## src/rtl/slip_axis_decoder.sv

```systemverilog
// SLIP (RFC 1055) decoder: raw UART byte stream in, framed AXI-Stream packets out.
// Bad escapes and over-length frames close the packet early and pulse frame_err.
`timescale 1ns/1ps
module slip_axis_decoder #(
  parameter int unsigned DATA_WIDTH = 8,
  parameter int unsigned MAX_LEN    = 1500,
  parameter int unsigned CNT_WIDTH  = 16
) (
  input  logic                  clk,
  input  logic                  rst_n,
  input  logic [DATA_WIDTH-1:0] s_tdata,
  input  logic                  s_tvalid,
  output logic                  s_tready,
  output logic [DATA_WIDTH-1:0] m_tdata,
  output logic                  m_tvalid,
  input  logic                  m_tready,
  output logic                  m_tlast,
  output logic                  frame_err,
  output logic [CNT_WIDTH-1:0]  frames_ok
);

  localparam int unsigned LEN_W = $clog2(MAX_LEN + 1);
  localparam logic [DATA_WIDTH-1:0] SYM_END     = DATA_WIDTH'(8'hC0);
  localparam logic [DATA_WIDTH-1:0] SYM_ESC     = DATA_WIDTH'(8'hDB);
  localparam logic [DATA_WIDTH-1:0] SYM_ESC_END = DATA_WIDTH'(8'hDC);
  localparam logic [DATA_WIDTH-1:0] SYM_ESC_ESC = DATA_WIDTH'(8'hDD);

  if (DATA_WIDTH != 8) begin : g_width_check
    $error("slip_axis_decoder: DATA_WIDTH must be 8");
  end

  typedef enum logic [1:0] {NORMAL, ESCAPE, DISCARD} state_t;

  state_t                state;
  logic [DATA_WIDTH-1:0] pend;
  logic                  pend_valid;
  logic [LEN_W-1:0]      len;

  logic                  hs_c;
  logic                  dec_valid_c;
  logic [DATA_WIDTH-1:0] dec_byte_c;
  logic                  frame_end_c;
  logic                  esc_err_c;
  logic                  overflow_c;

  assign s_tready = !m_tvalid || m_tready;
  assign hs_c     = s_tvalid && s_tready;

  // Classify the accepted raw byte for the current state.
  always_comb begin
    dec_valid_c = 1'b0;
    dec_byte_c  = s_tdata;
    frame_end_c = 1'b0;
    esc_err_c   = 1'b0;
    if (hs_c) begin
      case (state)
        NORMAL: begin
          if (s_tdata == SYM_END)       frame_end_c = 1'b1;
          else if (s_tdata != SYM_ESC)  dec_valid_c = 1'b1;
        end
        ESCAPE: begin
          if (s_tdata == SYM_ESC_END) begin
            dec_valid_c = 1'b1;
            dec_byte_c  = SYM_END;
          end else if (s_tdata == SYM_ESC_ESC) begin
            dec_valid_c = 1'b1;
            dec_byte_c  = SYM_ESC;
          end else begin
            esc_err_c = 1'b1;
          end
        end
        default: ;
      endcase
    end
    overflow_c = dec_valid_c && (len == LEN_W'(MAX_LEN));
  end

  // A handshake implies the output slot is free, so every load below is safe.
  always_ff @(posedge clk or negedge rst_n) begin
    if (!rst_n) begin
      state      <= NORMAL;
      pend       <= '0;
      pend_valid <= 1'b0;
      len        <= '0;
      m_tdata    <= '0;
      m_tvalid   <= 1'b0;
      m_tlast    <= 1'b0;
      frame_err  <= 1'b0;
      frames_ok  <= '0;
    end else begin
      frame_err <= 1'b0;
      if (m_tready) m_tvalid <= 1'b0;

      if (hs_c) begin
        case (state)
          NORMAL:  if (s_tdata == SYM_ESC) state <= ESCAPE;
          ESCAPE:  state <= (esc_err_c && s_tdata != SYM_END) ? DISCARD : NORMAL;
          DISCARD: if (s_tdata == SYM_END) state <= NORMAL;
          default: state <= NORMAL;
        endcase
      end

      if (frame_end_c && pend_valid) begin
        m_tdata    <= pend;
        m_tlast    <= 1'b1;
        m_tvalid   <= 1'b1;
        pend_valid <= 1'b0;
        len        <= '0;
        frames_ok  <= frames_ok + CNT_WIDTH'(1);
      end

      if (esc_err_c || overflow_c) begin
        if (pend_valid) begin
          m_tdata  <= pend;
          m_tlast  <= 1'b1;
          m_tvalid <= 1'b1;
        end
        frame_err  <= 1'b1;
        pend_valid <= 1'b0;
        len        <= '0;
        if (overflow_c) state <= DISCARD;
      end else if (dec_valid_c) begin
        if (pend_valid) begin
          m_tdata  <= pend;
          m_tlast  <= 1'b0;
          m_tvalid <= 1'b1;
        end
        pend       <= dec_byte_c;
        pend_valid <= 1'b1;
        len        <= len + LEN_W'(1);
      end
    end
  end

endmodule

```

## config.mk

```make
export PLATFORM = sky130hd
export DESIGN_NAME = slip_axis_decoder
export DESIGN_NICKNAME = d
export VERILOG_FILES = /design/src/rtl/slip_axis_decoder.sv
export SDC_FILE = /design/constraint.sdc
export NUM_CORES = 1
export LEC_CHECK = 0
export CORE_UTILIZATION = 56
export DETAILED_ROUTE_END_ITERATION = 10
export PLACE_DENSITY = 0.84
export SYNTH_ARGS = -nofsm -noshare
export SYNTH_HDL_FRONTEND = slang
export SYNTH_SLANG_ARGS = --single-unit
```

## constraint.sdc

```tcl
create_clock -name clk -period 5.54 [get_ports clk]
set_input_delay 1.108 -clock clk [delete_from_list [all_inputs] [get_ports clk]]
set_output_delay 1.108 -clock clk [all_outputs]
set_load 0.03 [all_outputs]
```

==> run summary <==
Top cells by count, synth: dfrtp_1, nand2_1, o21ai_0
Worst setup margin: 1.932 ns
Initial DRC Count: 115
Final wirelength: 4536 um
Clock Pin Slew Worst Setup and Hold Paths: 0.08 ns
Initial antenna violation count: 0
PwrDens: 329.6 nW/um^2
CTS tree: built
Pin slew with the least headroom to its limit: 1.073 ns
Most used cell, CP: clkdlybuf4s50_1
Slew Limit Headroom: 28.47%
Crit end category: output port
DRC violations left: 0
Sequential Power Share: 49.3%
Clock Sinks: 49
Syn_nets: 237
Setup Slack @ Placement: 1.883 ns
Mapped Area: 2321 um^2
Vias in the first global route: 1,599
Largest net degree at the start of global routing: 50
Critical path arrival: 2.50 ns
Number of synthesized flops with an enable pin: 0
Row count: 23
CP delay by family, top: buffers and inverters
Synth area leader: dfrtp_1
Post-Syn Instances: 222
Yosys reg bits: 49
Skew-Pair Late Insertion Delay: 0.29 ns
Net Sw Frac: 31.18%
Wire per inst: 14.49 um
CP max stage delay: 0.61 ns
Core footprint: 4000 um^2
DR pass1 iterations: 4
RSZ-0062 raised after global routing: no
Share of the synthesized area in the top cell type: 52.83%
Status: complete, no violations
Buf+Inv Stages, Crit Path: 3
Hold_ws: 0.4679 ns
Critical path class: input port to output port
Mapped Avg Cell Area: 10.45 um^2
Critical Path RT: 4.43 ns
Resized Gates After CTS: 0
Area of the die: 4406 um^2
Die width: 66.38 um
Leakage dissipation: 0.001254 uW
Mean number of vias per cell: 5.725
Logic pwr share: 26.6%
Pint: 642.3 uW
Setup Fix Bufs, Post-CTS: 0
Clk root buf: clkbuf_8
IO buf count: 39
Post-route setup TNS: 0 ns
Ys flop type: dfrtp_1
Min Clock Period, post-route: 3.608 ns
All-Layer GR Usage: 22.93%
Clk pwr share: 24.1%
Fin Clk Skew: 0.006823 ns
Area growth from synthesis to final layout: 21.99%
Remaining Overflow, GRT: 0
# setup viols final: 0
Ys async rst share: 100.0%
Share of cells above drive strength 1: 8.365%
HP Class: flop to flop
Max-slew violation count: 0
First-pass GRT wire length: 7569 um
Crit share post-route: 65.13%
Antenna viol nets, final: 0
MaxCap Viol Count: 0
CP max-delay cell: clkdlybuf4s50_1
DIE HEIGHT: 66.38 um
Worst path cell trace: clkdlybuf4s50_1 > nor2b_1 > inv_1 > clkdlybuf4s50_1
Gp weighted congestion: 0.8401
Worst-case clock buffer depth: 2
Ys Warns: 0
Inserted Diodes: 0
Critical Path Start Type: input port
Top cells by area, synth: dfrtp_1, mux2_2, nand2_1
Switching Power: 291.0 uW
Hold bufs inserted after CTS: 0
VDD IR-drop max: 0.1807 mV
Via count: 1,792
Fmax achieved: 277.1 MHz
Post-detail-place hpwl: 3256 um
Largest fanout on the critical path: 4
I/O pin cnt: 40
# nets final: 277
Fin. Hold Viols: 0
Dominant cell by count in the synthesized netlist: dfrtp_1
Distinct cells, synth: 40
Seq/Total Area, Yosys: 52.83%
CTS buffer count: 5
Initial Utilization: 58.02%
# H-tree levels: 2
## cell type report
cell class / count / area [um^2]
flip-flops and latches: 49 / 1226
repair buffers: 39 / 385.4
clock buffers: 7 / 96.34
well taps: 50 / 62.56
inverters: 13 / 48.80
multi-input cells: 154 / 1007
fillers: 292 / 1169
clock inverters: 1 / 5.005
## per-stage QoR
stage	total power, uW	utilization [%]	instances	instance area, um^2
CTS	938.8	70.79	313	2831
floorplan	614.5	-	222	2321
global route	983.0	70.79	313	2831
finish	933.4	70.79	313	2831
detailed placement	717.2	68.25	305	2730
global placement	707.5	68.25	305	2730
## cell families (layout without fill, tap and decap cells)
kind of cell / Yosys count / after routing / synth area share (%)
AND/OR/NAND/NOR: 88 / 88 / 19.89
flip-flops: 49 / 49 / 52.83
AO/OA/AOI/OAI: 37 / 37 / 11.11
buffers and inverters: 19 / 60 / 3.773
XOR/XNOR: 17 / 17 / 6.415
multiplexers: 9 / 9 / 4.367
adder cells (fa/ha/maj): 3 / 3 / 1.617
## sequential cells by signal, indices dropped and copies added, names as in the netlist
name and flops:
state 2, frame_err 1, len 11, pend_valid 1, frames_ok 16, m_tvalid 1, pend 8, m_tdata 8
m_tlast 1
## power by group through the flow
stage	sequential (uW)	clock, uW	combinational, uW
5_1_grt	470	240	273
3_5_place_dp	467	0	250
3_3_place_gp	464	0	244
6_report	460	225	249
2_1_floorplan	521	0	93.1
4_1_cts	460	228	251
## worst reg2reg max path: cells and delay by family, from the launching register on
kind	cells	cell delay, ns
DFF	1	0.38
AOI/OAI and AO/OA	1	0.08
and+or+nand+nor	4	1.72
## metal layers
metal	share of wire, %	global-route usage (%)	wire length, um
met4	1.5	7.979	70
met1	47	31.87	2117
met3	4.5	4.483	206
met5	0	0	0
met2	47	35.71	2141
## cell usage in the layout (no fill, tap or decap), types with 6 or more instances in the layout
| cell | netlist | final |
|---|---|---|
| a21oi_1 | 6 | 6 |
| and3_1 | 6 | 6 |
| clkbuf_8 | 0 | 7 |
| clkdlybuf4s50_1 | 0 | 38 |
| dfrtp_1 | 49 | 49 |
| inv_1 | 13 | 13 |
| mux2_2 | 9 | 9 |
| nand2_1 | 27 | 27 |
| nand3_1 | 12 | 12 |
| nand4_1 | 8 | 8 |
| nor2_1 | 9 | 9 |
| nor4_1 | 7 | 7 |
| o21ai_0 | 14 | 14 |
| xnor2_1 | 9 | 9 |
| xor2_1 | 8 | 8 |
## path summary, 6_finish.rpt
kind | startpoint | end | slack (ns) | cells after the start
worst max-delay path | m_tready | s_tready | 1.93 | 4
max in group asynchronous | rst_n | m_tdata[4] | 3.87 | 1
worst max register to register | m_tvalid | len[7] | 3.28 | 5
worst min register to register | frames_ok[15] | frames_ok[15] | 0.47 | 1
worst min-delay path | frames_ok[15] | frames_ok[15] | 0.47 | 1
min in group asynchronous | rst_n | m_tdata[7] | 1.00 | 1
Power figures use the tool's default switching activity.
==> edit 1, RTL diff (same flow settings) <==
`CNT_WIDTH`: 16 -> 32.
--- a/src/rtl/slip_axis_decoder.sv
+++ b/src/rtl/slip_axis_decoder.sv
@@ -4,7 +4,7 @@
 module slip_axis_decoder #(
   parameter int unsigned DATA_WIDTH = 8,
   parameter int unsigned MAX_LEN    = 1500,
-  parameter int unsigned CNT_WIDTH  = 16
+  parameter int unsigned CNT_WIDTH  = 32
 ) (
   input  logic                  clk,
   input  logic                  rst_n,
Interface: changed (resized frames_ok); port bits go from 40 to 56. The function was not compared with the original's and may differ.
==> edit 1 against the unedited design <==
Clock power is 80% higher; setup slack worse by 0.12 ns; wire length up 43%; total power increased by 30%; sequential cell count increased by 16; synthesized area increased by 32%; synthesized cell count up 26%; hold slack better by 0.020 ns; cell area up 37%; largest cell class unchanged; largest power group unchanged.
==> edit 1: results (changes against the unedited design) <==
Status -> finished clean
Post-Synthesis Cells -> 279 (+26%)
CP Max Fanout -> 5 (+1)
Tcrit/Tclk final -> 0.672 (+0.0211)
Post-layout util -> 0.750 (+0.0420)
Met1 Use GR -> 0.300 (-0.0191)
Htree depth -> 3 (+1)
Total CTS buffers -> 9 (+4)
Clk_buf instances -> 12 (+5)
Fillcell total -> 378 (+29%)
Power Density -> 312 nW/um2 (-5.3%)
Fin nets -> 357 (+29%)
VDD IR-drop max -> 0.265 mV (+47%)
Met1 WL -> 2.91 mm (+37%)
GR Util met2 -> 0.405 (+0.0474)
Commonest cells post-synth -> dfrtp_1, nor2_1, xor2_1, nand2_1, nand3_1
HPWL Detailed -> 4.39 mm (+35%)
Hold_sp -> frames_ok[31]
#MultiIn Comb -> 198 (+29%)
Share of post-route cells with drive strength above 1 -> 0.104 (+0.0204)
Vias per inst -> 5.71 (-0.28%)
Wire per inst -> 15.6 um (+7.7%)
Signal buffers share of area -> 0.143 (+0.00648)
Reg2reg setup slack -> 3.15 ns (-0.13 ns)
Vias in the first global route -> 2420 (+51%)
Clock skew -> 0.00831 ns (+0.00149 ns)
Fraction of area in registers -> 0.419 (-0.0137)
Synth area leaders -> dfrtp_1, xor2_1, mux2_2
Largest net degree at the start of global routing -> 66 (+32%)
ClkCell Share -> 0.0503 (+0.0145)
Routed wl met3 -> 236 um (+15%)
Area post-placement -> 3680 um2 (+35%)
CTS sink count -> 65 (+33%)
First-pass GRT wire length -> 11.0 mm (+45%)
GRT Resource Usage Total -> 0.243 (+0.0138)
Top flop regs -> frames_ok x32, len x11
Worst R2R Start -> state[1]
Starting DRT DRC Count -> 160 (+39%)
P_leak -> 1.74 nW (+39%)
WL met2 -> 3.23 mm (+51%)
Place WS -> 1.86 ns (-0.0241 ns)
Cell count after placement -> 401 (+31%)
Met3 Usage GRT -> 0.0578 (+0.0130)
Slowest stage delay, CP -> 0.63 ns (+0.02 ns)
Min Hold Slack -> 0.488 ns (+0.0203 ns)
Drt total wl -> 6.49 mm (+43%)
Synth async-reset ratio -> 1.00 (unchanged)
Syn Nets -> 294 (+24%)
Main flop type after synthesis -> dfrtp_1
Arrival @ worst endpoint -> 2.62 ns (+0.12 ns)
Yosys cell types -> 47 (+18%)
Non-clock buffer count -> 56 (+44%)
Multi-input logic portion of the cell area -> 0.354 (-0.00217)
Number of port buffers -> 55 (+41%)
Least-Margin Pin Slew -> 0.955 ns (-0.118 ns)
Non-clk invs -> 12 (-1)
Routability cong. -> 0.848 (+0.96%)
Worst skew pair latency -> 0.34 ns (+0.05 ns)
Register area share after synthesis -> 0.532 (+0.00340)
[edit 1: final timing paths]
path                            endpoint
min in group asynchronous         len[5]
max in group asynchronous  frames_ok[13]
setup reg to reg           frames_ok[31]
setup / recovery                s_tready
hold / removal             frames_ok[31]
hold reg to reg            frames_ok[31]
[edit 1: logic make-up (layout without fill, tap and decap cells)]
| group | count (synthesis) | after routing | share of synthesized area |
|---|---|---|---|
| adders and majority gates | 3 | 3 | 0.0123 |
| muxes | 14 | 14 | 0.0511 |
| xor gates and xnor gates | 37 | 37 | 0.106 |
| buffers and inverters | 16 | 83 | 0.0200 |
| and+or+nand+nor | 116 | 116 | 0.210 |
| DFF | 65 | 65 | 0.532 |
| AOI/OAI and AO/OA | 28 | 28 | 0.0687 |
[edit 1: report_power, final]
group / total, mW / internal (mW) / switching (mW)
clock network: 0.404 / 0.229 / 0.175
logic: 0.234 / 0.107 / 0.127
registers: 0.574 / 0.531 / 0.0433
==> edit 2, RTL diff (config.mk and constraints unchanged) <==
Without the edit above. Re-encode `state_t` (3 states) as one-hot, 3 bits wide.
--- a/src/rtl/slip_axis_decoder.sv
+++ b/src/rtl/slip_axis_decoder.sv
@@ -29,7 +29,7 @@
     $error("slip_axis_decoder: DATA_WIDTH must be 8");
   end
 
-  typedef enum logic [1:0] {NORMAL, ESCAPE, DISCARD} state_t;
+  typedef enum logic [2:0] {NORMAL = 3'b001, ESCAPE = 3'b010, DISCARD = 3'b100} state_t;
 
   state_t                state;
   logic [DATA_WIDTH-1:0] pend;
Behaviour: same outputs for any inputs over 4 cycles, from zero or initial values and one cycle with rst_n low; so few cycles prove little.
==> edit 2 against the unedited design <==
Synthesized cell count is 3.2% higher; global-route usage is 0.52 points higher; cell count is 1.6% higher; sequential cell count is 1 higher; hold slack better by 0.0040 ns; cell area is 5.2% higher; die area is 7.5% higher; wire length is 6.1% higher; total power is 10% higher; via count is 4.1% higher; setup slack worse by 0.065 ns; synthesized area is 7.7% higher; count of clock-buffer cells in the layout is 1 lower.
==> edit 2: results (changes against the unedited design) <==
Status -> finished clean
Syn Nets -> 244 (+3.0%)
Register area share after synthesis -> 0.501 (-0.0273)
Commonest cells post-synth -> dfrtp_1, nand2_1, mux2_2, xor2_1, nand3_1
Least-Margin Pin Slew -> 1.07 ns (+0.00166 ns)
Clock skew -> 0.0108 ns (+0.00398 ns)
Arrival @ worst endpoint -> 2.57 ns (+0.07 ns)
Fillcell total -> 311 (+6.5%)
P_leak -> 1.32 nW (+5.5%)
Routed wl met3 -> 236 um (+15%)
Non-clk invs -> 8 (-5)
CP Max Fanout -> 7 (+3)
CTS sink count -> 50 (+2.0%)
Routability cong. -> 0.789 (-6.1%)
Wire per inst -> 15.1 um (+4.5%)
GRT Resource Usage Total -> 0.234 (+0.00517)
Starting DRT DRC Count -> 167 (+45%)
Clk_buf instances -> 6 (-1)
First-pass GRT wire length -> 8.09 mm (+6.8%)
VDD IR-drop max -> 0.331 mV (+83%)
HPWL Detailed -> 3.43 mm (+5.3%)
FF/Latch Area -> 1250 um2 (+2.1%)
ClkCell Share -> 0.0277 (-0.00807)
Fin nets -> 282 (+1.8%)
Synth area leaders -> dfrtp_1, mux2_2, nand2_1
Largest net degree at the start of global routing -> 51 (+2.0%)
Yosys cell types -> 51 (+28%)
Signal buffers share of area -> 0.129 (-0.00675)
Multi-input logic portion of the cell area -> 0.391 (+0.0357)
Vias in the first global route -> 1722 (+7.7%)
WL met2 -> 2.22 mm (+3.8%)
Vias per inst -> 5.86 (+2.4%)
==> edit 2: per-layer routing <==
layer | global-route usage | vias to the layer above
met2 | 0.375 | 50
met3 | 0.0543 | 9
met5 | 0 | -
met4 | 0.0842 | 0
li1 | - | 898
met1 | 0.311 | 908
==> edit 2: worst max-delay path, stage by stage <==
cell,delay [ns]
clkdlybuf4s50_1,0.45
nand2b_1,0.27
clkdlybuf4s50_1,0.73
==> edit 2: cells by family after synthesis <==
group | after synthesis | synth area share
simple gates | 92 | 0.214
flops | 50 | 0.501
compound gates | 30 | 0.0836
mux | 21 | 0.0946
xor+xnor | 17 | 0.0596
buf+inv | 16 | 0.0325
fa+ha+maj | 3 | 0.0150
==> edit 2: through the flow <==
stage / utilization / cell area, um2 / power, mW / setup slack, ns / std cells
finish: 0.719 / 2980 / 1.03 / 1.87 / 318
global route: 0.719 / 2980 / 1.09 / 1.81 / 318
CTS: 0.719 / 2980 / 1.03 / 1.87 / 318
detailed placement: 0.699 / 2900 / 0.831 / 1.70 / 310
global placement: 0.699 / 2900 / 0.821 / 1.82 / 310
floorplan: - / 2500 / 0.706 / 2.79 / 229
==> edit 2: where the power goes <==
part	internal (mW)	switching [mW]
clock	0.0877	0.116
combinational	0.151	0.175
sequential	0.441	0.0566
total	0.680	0.348
==> edit 2: worst paths after layout <==
| check | end | from | cells after the start | slack (ns) |
|---|---|---|---|---|
| min reg2reg | frames_ok[15] | frames_ok[15] | 1 | 0.47 |
| min | frames_ok[15] | frames_ok[15] | 1 | 0.47 |
| min in group asynchronous | frames_ok[11] | rst_n | 1 | 1.01 |
| max reg2reg | pend[0] | state[2] | 5 | 2.85 |
| max | s_tready | m_tready | 3 | 1.87 |
| max in group asynchronous | state[1] | rst_n | 1 | 3.88 |
